### src/rtl/rx_lane_deskew_packer.sv
// rtl/rx_lane_deskew_packer.sv - 4-lane sync-byte aligner, deskew FIFOs and 32-bit repacker (option macro: RX_SYNC_1BIT_ERR_EN)
module rx_lane_deskew_packer #(
  parameter int SKEW_DEPTH = 4,
  parameter int SKEW_MAX   = 3
) (
  input  logic        clk_s,
  input  logic        reset,
  input  logic        hsxx_clk_en,
  input  logic [31:0] lane_data,
  output logic [31:0] dataout,
  output logic        data_valid,
  output logic        rx_ready,
  output logic        sync_err
);
  localparam int PW = (SKEW_DEPTH > 1) ? $clog2(SKEW_DEPTH) : 1;
  localparam int CW = $clog2(SKEW_DEPTH + 1);
  localparam int SW = (SKEW_MAX > 0) ? $clog2(SKEW_MAX + 1) : 1;
  localparam logic [7:0] SYNC_BYTE = 8'hB8;

  typedef enum logic [2:0] {IDLE, HUNT, ALIGN, STREAM, ERROR} state_t;
  state_t state, state_nxt;

  logic [7:0]    prev_q   [4];
  logic [2:0]    offset_q [4];
  logic [3:0]    lane_sync;
  logic [SW-1:0] skew_cnt;
  logic [7:0]    fifo_mem [4][SKEW_DEPTH];
  logic [PW-1:0] wr_ptr   [4];
  logic [PW-1:0] rd_ptr   [4];
  logic [CW-1:0] fifo_cnt [4];

  logic [15:0] win      [4];
  logic [3:0]  sync_res [4];
  logic [7:0]  cand     [4];
  logic [3:0]  hit, full, nonempty, lane_wr, lane_drop;
  logic        hunting, pop, align_fail;

  // Returns {found, k}: lowest exact match wins; optionally falls back to lowest 1-bit match.
  function automatic logic [3:0] find_sync(input logic [15:0] w);
    logic [3:0] r;
    r = 4'd0;
`ifdef RX_SYNC_1BIT_ERR_EN
    for (int k = 7; k >= 0; k--) begin
      logic [7:0] x;
      x = w[k +: 8] ^ SYNC_BYTE;
      if ((x & (x - 8'd1)) == 8'd0) r = {1'b1, 3'(k)};
    end
`endif
    for (int k = 7; k >= 0; k--) begin
      if (w[k +: 8] == SYNC_BYTE) r = {1'b1, 3'(k)};
    end
    return r;
  endfunction

  assign hunting  = hsxx_clk_en && (state == HUNT || state == ALIGN);
  assign rx_ready = (state == STREAM);

  // Per-lane 16-bit window, sync search and byte extraction at the frozen offset.
  always_comb begin
    for (int i = 0; i < 4; i++) begin
      win[i]      = {lane_data[8*i +: 8], prev_q[i]};
      sync_res[i] = find_sync(win[i]);
      hit[i]      = hunting && !lane_sync[i] && sync_res[i][3];
      cand[i]     = win[i][offset_q[i] +: 8];
      full[i]     = (fifo_cnt[i] == CW'(SKEW_DEPTH));
      nonempty[i] = (fifo_cnt[i] != '0);
    end
  end

  // Next state plus FIFO write/pop strobes.
  always_comb begin
    state_nxt  = state;
    pop        = 1'b0;
    lane_wr    = '0;
    lane_drop  = '0;
    align_fail = 1'b0;
    if (!hsxx_clk_en) begin
      state_nxt = IDLE;
    end else begin
      case (state)
        IDLE:    state_nxt = HUNT;
        HUNT:    if (|hit) state_nxt = ALIGN;
        ALIGN: begin
          if (&lane_sync) begin
            state_nxt = STREAM;
          end else if (int'(skew_cnt) >= SKEW_MAX) begin
            state_nxt  = ERROR;
            align_fail = 1'b1;
          end
        end
        default: state_nxt = state;
      endcase
      pop = (state == STREAM) && (&nonempty);
      for (int i = 0; i < 4; i++) begin
        if (lane_sync[i] && (state == ALIGN || state == STREAM)) begin
          if (!full[i] || pop) lane_wr[i] = 1'b1;
          else                 lane_drop[i] = 1'b1;
        end
      end
    end
  end

  // State register and skew counter; the counter runs only while waiting in ALIGN.
  always_ff @(posedge clk_s) begin
    if (reset) begin
      state    <= IDLE;
      skew_cnt <= '0;
    end else begin
      state    <= state_nxt;
      skew_cnt <= (state == ALIGN && state_nxt == ALIGN) ? skew_cnt + SW'(1) : '0;
    end
  end

  // Previous-byte registers, lane sync flags and frozen offsets; cleared whenever the burst ends.
  always_ff @(posedge clk_s) begin
    if (reset || !hsxx_clk_en) begin
      lane_sync <= '0;
      for (int i = 0; i < 4; i++) begin
        prev_q[i]   <= 8'd0;
        offset_q[i] <= 3'd0;
      end
    end else begin
      for (int i = 0; i < 4; i++) begin
        prev_q[i] <= lane_data[8*i +: 8];
        if (hit[i]) begin
          lane_sync[i] <= 1'b1;
          offset_q[i]  <= sync_res[i][2:0];
        end
      end
    end
  end

  // Deskew FIFO storage; early lanes accumulate bytes until the last lane catches up.
  always_ff @(posedge clk_s) begin
    for (int i = 0; i < 4; i++) begin
      if (lane_wr[i]) fifo_mem[i][wr_ptr[i]] <= cand[i];
    end
  end

  // Deskew FIFO pointers and occupancy; all lanes pop together.
  always_ff @(posedge clk_s) begin
    if (reset || !hsxx_clk_en) begin
      for (int i = 0; i < 4; i++) begin
        wr_ptr[i]   <= '0;
        rd_ptr[i]   <= '0;
        fifo_cnt[i] <= '0;
      end
    end else begin
      for (int i = 0; i < 4; i++) begin
        if (lane_wr[i])
          wr_ptr[i] <= (wr_ptr[i] == PW'(SKEW_DEPTH - 1)) ? '0 : wr_ptr[i] + PW'(1);
        if (pop)
          rd_ptr[i] <= (rd_ptr[i] == PW'(SKEW_DEPTH - 1)) ? '0 : rd_ptr[i] + PW'(1);
        fifo_cnt[i] <= fifo_cnt[i] + CW'(lane_wr[i]) - CW'(pop);
      end
    end
  end

  // Registered output word, valid strobe and error pulse.
  always_ff @(posedge clk_s) begin
    if (reset) begin
      dataout    <= 32'd0;
      data_valid <= 1'b0;
      sync_err   <= 1'b0;
    end else begin
      data_valid <= pop;
      sync_err   <= align_fail || (|lane_drop);
      if (pop) begin
        for (int i = 0; i < 4; i++) dataout[8*i +: 8] <= fifo_mem[i][rd_ptr[i]];
      end
    end
  end
endmodule

### config.mk
export PLATFORM = sky130hd
export DESIGN_NAME = rx_lane_deskew_packer
export DESIGN_NICKNAME = d
export VERILOG_FILES = /design/src/rtl/rx_lane_deskew_packer.sv
export SDC_FILE = /design/constraint.sdc
export NUM_CORES = 1
export LEC_CHECK = 0
export CAP_MARGIN = 30
export CORE_AREA = 10 10 174 176
export DETAILED_ROUTE_END_ITERATION = 6
export DIE_AREA = 0 0 184 186
export GPL_TIMING_DRIVEN = 0
export SYNTH_ARGS = -nofsm -noshare
export SYNTH_HDL_FRONTEND = slang
export SYNTH_SLANG_ARGS = --single-unit
### constraint.sdc
create_clock -name clk_s -period 3.35 [get_ports clk_s]
set_input_delay 0.5025 -clock clk_s [delete_from_list [all_inputs] [get_ports clk_s]]
set_output_delay 0.5025 -clock clk_s [all_outputs]
set_load 0.01 [all_outputs]
==> flow_metrics.py, run 1 <==
metrics = {
    "placed_design": {
        "routabilityCongestion": 0.8331,
        "dp_slack_ns": -0.1203,
        "hpwl_mm": 18.01,
        "port_buffers": 67,
    },
    "synth": {
        "syn-num-nets": 1006,
        "synth.largest_area_cell": "edfxtp_1",
        "netlist_area_um2": 11400,
        "ys_ff_latch": 243,
        "yosys-top-cells-count": "edfxtp_1 (156), nand2_1 (129), dfxtp_1 (87)",
        "async_flop_share_pct": 0,
        "synth.area.top_cells": "edfxtp_1 (41%), dfxtp_1 (15%), mux4_2 (8.1%)",
        "synth_edf_count": 156,
        "yosys_warnings": 0,
        "synth_top_area_share_pct": 41.11,
        "synth.most_common_cell": "edfxtp_1",
        "synthCells": 938,
        "syn_avg_cell_area_um2": 12.15,
        "synthFlopType": "edfxtp_1",
        "synth_cell_type_count": 56,
        "synth.yosys.seq_area_share_pct": 56.39,
    },
    "drt": {
        "drtPass1Iterations": 5,
        "drcViolationCount": 0,
        "routed_wl_mm": 24.88,
        "routed-via-count": 7458,
        "ant_nets": 0,
        "drtIter0Drc": 470,
        "post_drt_wl_per_cell_um": 17.80,
        "vias_per_cell": 5.335,
    },
    "cts": {
        "max-clock-path-buffers": 3,
        "clk-insertion-delay-late_ns": 0.54,
        "htree_levels": 1,
        "cts_root_buf": "clkbuf_16",
        "clock_sinks": 243,
        "cts_tree": "built",
        "path_clk_slew_ns": 0.06,
        "ctsHoldBuffers": 0,
        "cts_buffers": 27,
    },
    "worst_setup_path": {
        "crit_path_end_kind": "flop",
        "r2r_start": "state[2]",
        "crit_arrival_ns": 3.60,
        "slowest_delay_ns": 0.49,
        "critPathMaxFanout": 13,
        "crit_path_start": "state[2]",
        "path_class": "flop to flop",
        "crit_chain": "and3b_2 -> or4b_4 -> or3_1 -> buf_4 -> inv_4 -> buf_12 -> ha_1 -> inv_1 -> ha_1 -> inv_1 -> fa_1 -> xor2_1 -> xnor2_1 -> nor2_1",
        "critical_path.slowest_cell": "or4b_4",
        "worstPathRequired_ns": 3.77,
        "crit_path_start_kind": "flop",
        "worstRegToRegCells": 14,
    },
    "timing": {
        "maxSlewHeadroom_pct": 49.74,
        "fin_ws_ns": 0.1687,
        "skew_ns": 0.01871,
        "setup_tns_ns": 0,
        "rsz0062_at_grt": "false",
        "period_needed_ns": 3.181,
        "tightestPinTransition_ns": 0.7538,
        "finalSetupViolCount": 0,
        "finalHoldViolCount": 0,
        "fin_crit_sh_pct": 94.96,
        "clock.fmax_ghz": 0.3143,
        "slew_viol_final": 0,
    },
    "global_routing": {
        "antenna_found_initial": 0,
        "grtUsageMet2_pct": 23.87,
        "grt_pass1_vias": 7325,
        "grt_pass1_wl_mm": 40.28,
        "grt_usage_pct": 14.64,
        "grt.overflow.total": 0,
        "grt_util_met3_pct": 2.320,
        "gr-usage-met1_pct": 20.11,
        "busiest_layer": "met2",
        "grt_max_degree": 15,
    },
    "layout": {
        "area_growth_pct": 18.13,
        "drive_gt1_share_pct": 11.73,
        "nets": 1104,
        "multi_input_area_um2": 4638,
        "fillers": 2345,
        "n_antenna_cell": 0,
        "regArea_um2": 6435,
    },
    "die": {
        "die_w_um": 184,
        "io-pin-count": 70,
        "num_rows": 60,
        "core_area_um2": 26730,
        "die_y_um": 186,
        "initial_core_util_pct": 42.64,
        "dieArea_um2": 34220,
    },
    "outcome": {
        "status": "completed",
    },
    "pwr": {
        "seqPwrFrac_pct": 49.0,
        "power_density_nw_per_um2": 495.8,
        "pwr-share-comb_pct": 6.0,
        "internal_power_mw": 5.185,
        "irDropWorstVdd_uv": 349.9,
        "power_switching_mw": 1.489,
        "power_frac_clock_pct": 45.0,
        "switching_share_pct": 22.31,
        "p_leak_nw": 4.600,
    },
    "min_path": {
        "min_path_cells": 2,
        "hold_path_class": "input pin to flop",
        "hp-start": "lane_data[17]",
    },
    "job": {
        "drv_cap": 0,
    },
}
metrics by stage:
stage / total power, mW / area, µm² / cells / utilization (%) / hold WS (ns)
after global routing: 6.929 / 13460 / 1398 / 50.37 / 0.4163
final: 6.675 / 13460 / 1398 / 50.37 / 0.4059
after floorplan: 3.578 / 11400 / 938 / - / 0.3983
after CTS: 6.747 / 13430 / 1397 / 50.27 / 0.3938
after detailed placement: 3.738 / 12500 / 1347 / 46.79 / 0.4211
after global placement: 3.732 / 12490 / 1346 / 46.75 / 0.4105
cells in the final DEF, fill, tap and decap left out, types with 41 or more instances in the layout:
master	n
dfxtp_1	82
edfxtp_1	156
clkdlybuf4s50_1	67
mux4_2	41
nor2_1	45
and2_1	52
a21oi_1	68
nor4bb_1	44
nand2_1	129
o21ai_0	46
flip-flops by register name, indices dropped and copies added (netlist names), 3 cells and up:
| signal | flops |
|---|---|
| fifo_mem | 128 |
| dataout | 32 |
| prev_q | 32 |
| fifo_cnt | 12 |
| offset_q | 12 |
| rd_ptr | 8 |
| wr_ptr | 8 |
| lane_sync | 4 |
| state | 3 |
layout make-up:
cell class	instances	area share (%)
repair buffers	69	5.121
clock buffers	33	5.335
clock inverters	17	1.515
plain buffers	47	1.524
flip-flops and latches	243	47.80
well taps	341	3.169
multi-input cells	610	34.45
inverters	38	1.078
kinds of logic (layout without fill, tap and decap cells):
group,Yosys count,after routing,share of synthesized area (%)
XOR/XNOR,9,9,0.6917
AO/OA/AOI/OAI,145,145,7.587
adder cells (fa/ha/maj),33,33,3.887
flip-flops,243,243,56.39
multiplexers,85,85,12.10
buffers and inverters,85,204,2.920
AND/OR/NAND/NOR,338,338,16.43
path summary, 6_finish.rpt:
kind,end,slack (ns)
worst max-delay path,fifo_cnt[1][2],0.17
worst min register to register,skew_cnt[0],0.42
worst max register to register,fifo_cnt[1][2],0.17
worst min-delay path,prev_q[2][1],0.41
routing by layer:
layer / routed length (µm) / up-vias / part of all wire [%]
li1: - / 3664 / -
met1: 11890 / 3646 / 48
met3: 915 / 30 / 3.7
met5: 0 / - / 0
met4: 382 / 0 / 1.5
met2: 11690 / 118 / 47
worst max-delay path: cells and delay by family, from the launching register on:
family	cells	cell delay [ns]
simple gates	4	1.13
fa+ha+maj	3	0.74
buf+inv	5	0.52
flops	1	0.35
xor+xnor	2	0.32
repair_timing:
item,4_1_cts,5_1_grt
resized for setup,4,9
hold endpoints to repair,0,0
setup buffers,0,1
setup endpoints to repair,4,4
power groups by stage:
| stage | registers, mW | logic [mW] | clock network, mW |
|---|---|---|---|
| 6_report | 3.27 | 0.403 | 3.00 |
| 5_1_grt | 3.27 | 0.449 | 3.21 |
| 4_1_cts | 3.27 | 0.406 | 3.07 |
| 3_5_place_dp | 3.33 | 0.404 | 0 |
| 3_3_place_gp | 3.33 | 0.399 | 0 |
| 2_1_floorplan | 3.32 | 0.258 | 0 |
(Power assumes the default switching activity.)
==> run 2: changes to the inputs <==
--- a/config.mk
+++ b/config.mk
@@ -6,9 +6,9 @@
 export NUM_CORES = 1
 export LEC_CHECK = 0
 export CAP_MARGIN = 30
-export CORE_AREA = 10 10 174 176
+export CORE_AREA = 10 10 194 159
 export DETAILED_ROUTE_END_ITERATION = 6
-export DIE_AREA = 0 0 184 186
+export DIE_AREA = 0 0 204 169
 export GPL_TIMING_DRIVEN = 0
 export SYNTH_ARGS = -nofsm -noshare
 export SYNTH_HDL_FRONTEND = slang
==> run 2 against run 1 <==
Die area rose by 0.74%; non-clock buffer count fell by 1; power is 0.27% lower; cell count is 1.4% higher; critical path depth stayed put; sequential cell count is the same; global-route usage is 0.56 points lower; first-iteration DRC count decreased by 24%; critical endpoint is now fifo_cnt[3][2]; highest routed layer unchanged.
==> flow_metrics.py, run 2 (synthesized netlist as in run 1, its figures left out) <==
metrics = {
    "drt": {
        "drcViolationCount": 0,
        "vias_per_cell": 5.273,
        "routed-via-count": 7477,
        "drtPass1Iterations": 4,
        "routed_wl_mm": 24.47,
        "ant_nets": 0,
        "drtIter0Drc": 358,
        "post_drt_wl_per_cell_um": 17.25,
    },
    "cts": {
        "path_clk_slew_ns": 0.06,
        "cts_root_buf": "clkbuf_16",
        "cts_tree": "built",
        "htree_levels": 1,
        "clock_sinks": 243,
        "clk-insertion-delay-late_ns": 0.52,
        "cts_buffers": 26,
        "max-clock-path-buffers": 3,
    },
    "layout": {
        "largest_reg_flops": 128,
        "multi_input_area_um2": 4638,
        "drive_gt1_share_pct": 11.76,
        "regArea_um2": 6440,
        "area_growth_pct": 18.19,
        "nets": 1102,
        "layout_common_cells": "edfxtp_1 (156), nand2_1 (129), dfxtp_1 (80)",
        "fin_cells": 1418,
        "final_common_cell": "edfxtp_1",
        "fillers": 2405,
        "n_antenna_cell": 0,
    },
    "worst_setup_path": {
        "critical_path.slowest_cell": "or4b_4",
        "crit_chain": "and3b_2 -> or4b_4 -> or3_1 -> buf_4 -> clkinv_4 -> buf_12 -> ha_1 -> inv_1 -> ha_1 -> inv_1 -> fa_1 -> xor2_1 -> xnor2_1 -> nor2_1",
        "cpLargestDelayFamily": "simple AND/OR/NAND/NOR gates",
        "crit_arrival_ns": 3.56,
        "slowest_delay_ns": 0.49,
        "r2r_start": "state[2]",
        "critPathMaxFanout": 13,
        "crit_path_end_kind": "flop",
        "crit_path_start_kind": "flop",
        "path_class": "flop to flop",
        "worstPathRequired_ns": 3.75,
        "crit_path_start": "state[2]",
        "cp_num_buf_inv": 5,
    },
    "global_routing": {
        "grt_pass1_vias": 7561,
        "grt_max_degree": 15,
        "grt.overflow.total": 0,
        "grt_usage_pct": 14.09,
        "grt_pass1_wl_mm": 39.59,
        "antenna_found_initial": 0,
    },
    "outcome": {
        "status": "completed",
    },
    "pwr": {
        "p_leak_nw": 4.603,
        "p_total_mw": 6.657,
        "power_density_nw_per_um2": 494.2,
        "irDropWorstVdd_uv": 321.4,
    },
    "die": {
        "initial_core_util_pct": 42.27,
        "die_y_um": 169,
        "num_rows": 54,
        "dieArea_um2": 34480,
        "core_area_um2": 26960,
        "io-pin-count": 70,
        "die_w_um": 204,
    },
    "timing": {
        "fin_ws_ns": 0.1892,
        "clock.fmax_ghz": 0.3164,
        "finalSetupViolCount": 0,
        "period_needed_ns": 3.161,
        "skew_ns": 0.008770,
        "maxSlewHeadroom_pct": 39.53,
        "setup_tns_ns": 0,
        "finalHoldViolCount": 0,
        "fin_crit_sh_pct": 94.35,
        "holdWs_ns": 0.3908,
        "slew_viol_final": 0,
        "tightestPinTransition_ns": 0.9038,
    },
    "placed_design": {
        "routabilityCongestion": 0.8453,
        "port_buffers": 67,
        "placed_cells": 1369,
        "hpwl_mm": 17.58,
        "dp_slack_ns": -0.1575,
    },
    "job": {
        "drv_cap": 0,
    },
    "min_path": {
        "hp-start": "reset",
        "hold_path_class": "input pin to flop",
    },
}
[run 2: per-stage QoR]
stage          utilization, %  area [µm²]
2_1_floorplan               -       11400
3_3_place_gp            46.45       12520
3_5_place_dp            46.45       12520
4_1_cts                 49.85       13440
5_1_grt                 49.96       13470
6_report                49.96       13470
[run 2: layout make-up]
type,instances,area share (%)
plain buffers,47,1.523
inverters,38,1.096
repair buffers,68,5.035
clock inverters,16,1.412
multi-input cells,610,34.44
clock buffers,32,5.304
flip-flops and latches,243,47.81
well taps,364,3.381
[run 2: final timing paths]
check        slack (ns)        endpoint  cells past startpoint
max reg2reg        0.19  fifo_cnt[3][2]                     14
max                0.19  fifo_cnt[3][2]                     14
min                0.39     dataout[26]                      2
min reg2reg        0.43     skew_cnt[0]                      1
[run 2: timing repair]
item,4_1_cts,5_1_grt
pin swaps,0,1
setup buffers,0,1
gates cloned,0,0
setup endpoints to repair,4,4
resized for setup,5,12
hold buffers,0,0
[run 2: metal layers]
metal	up-vias	GRT usage (%)	wire, µm
li1	3652	-	-
met5	-	0	0
met2	144	23.93	11690
met3	31	3.072	1180
met1	3650	18.11	11190
met4	0	2.925	411
[run 2: power by group]
group,total [mW],switching (mW),internal (mW)
combinational,0.392,0.222,0.170
sequential,3.27,0.0359,3.23
clock,3.00,1.17,1.82
total,6.66,1.43,5.23
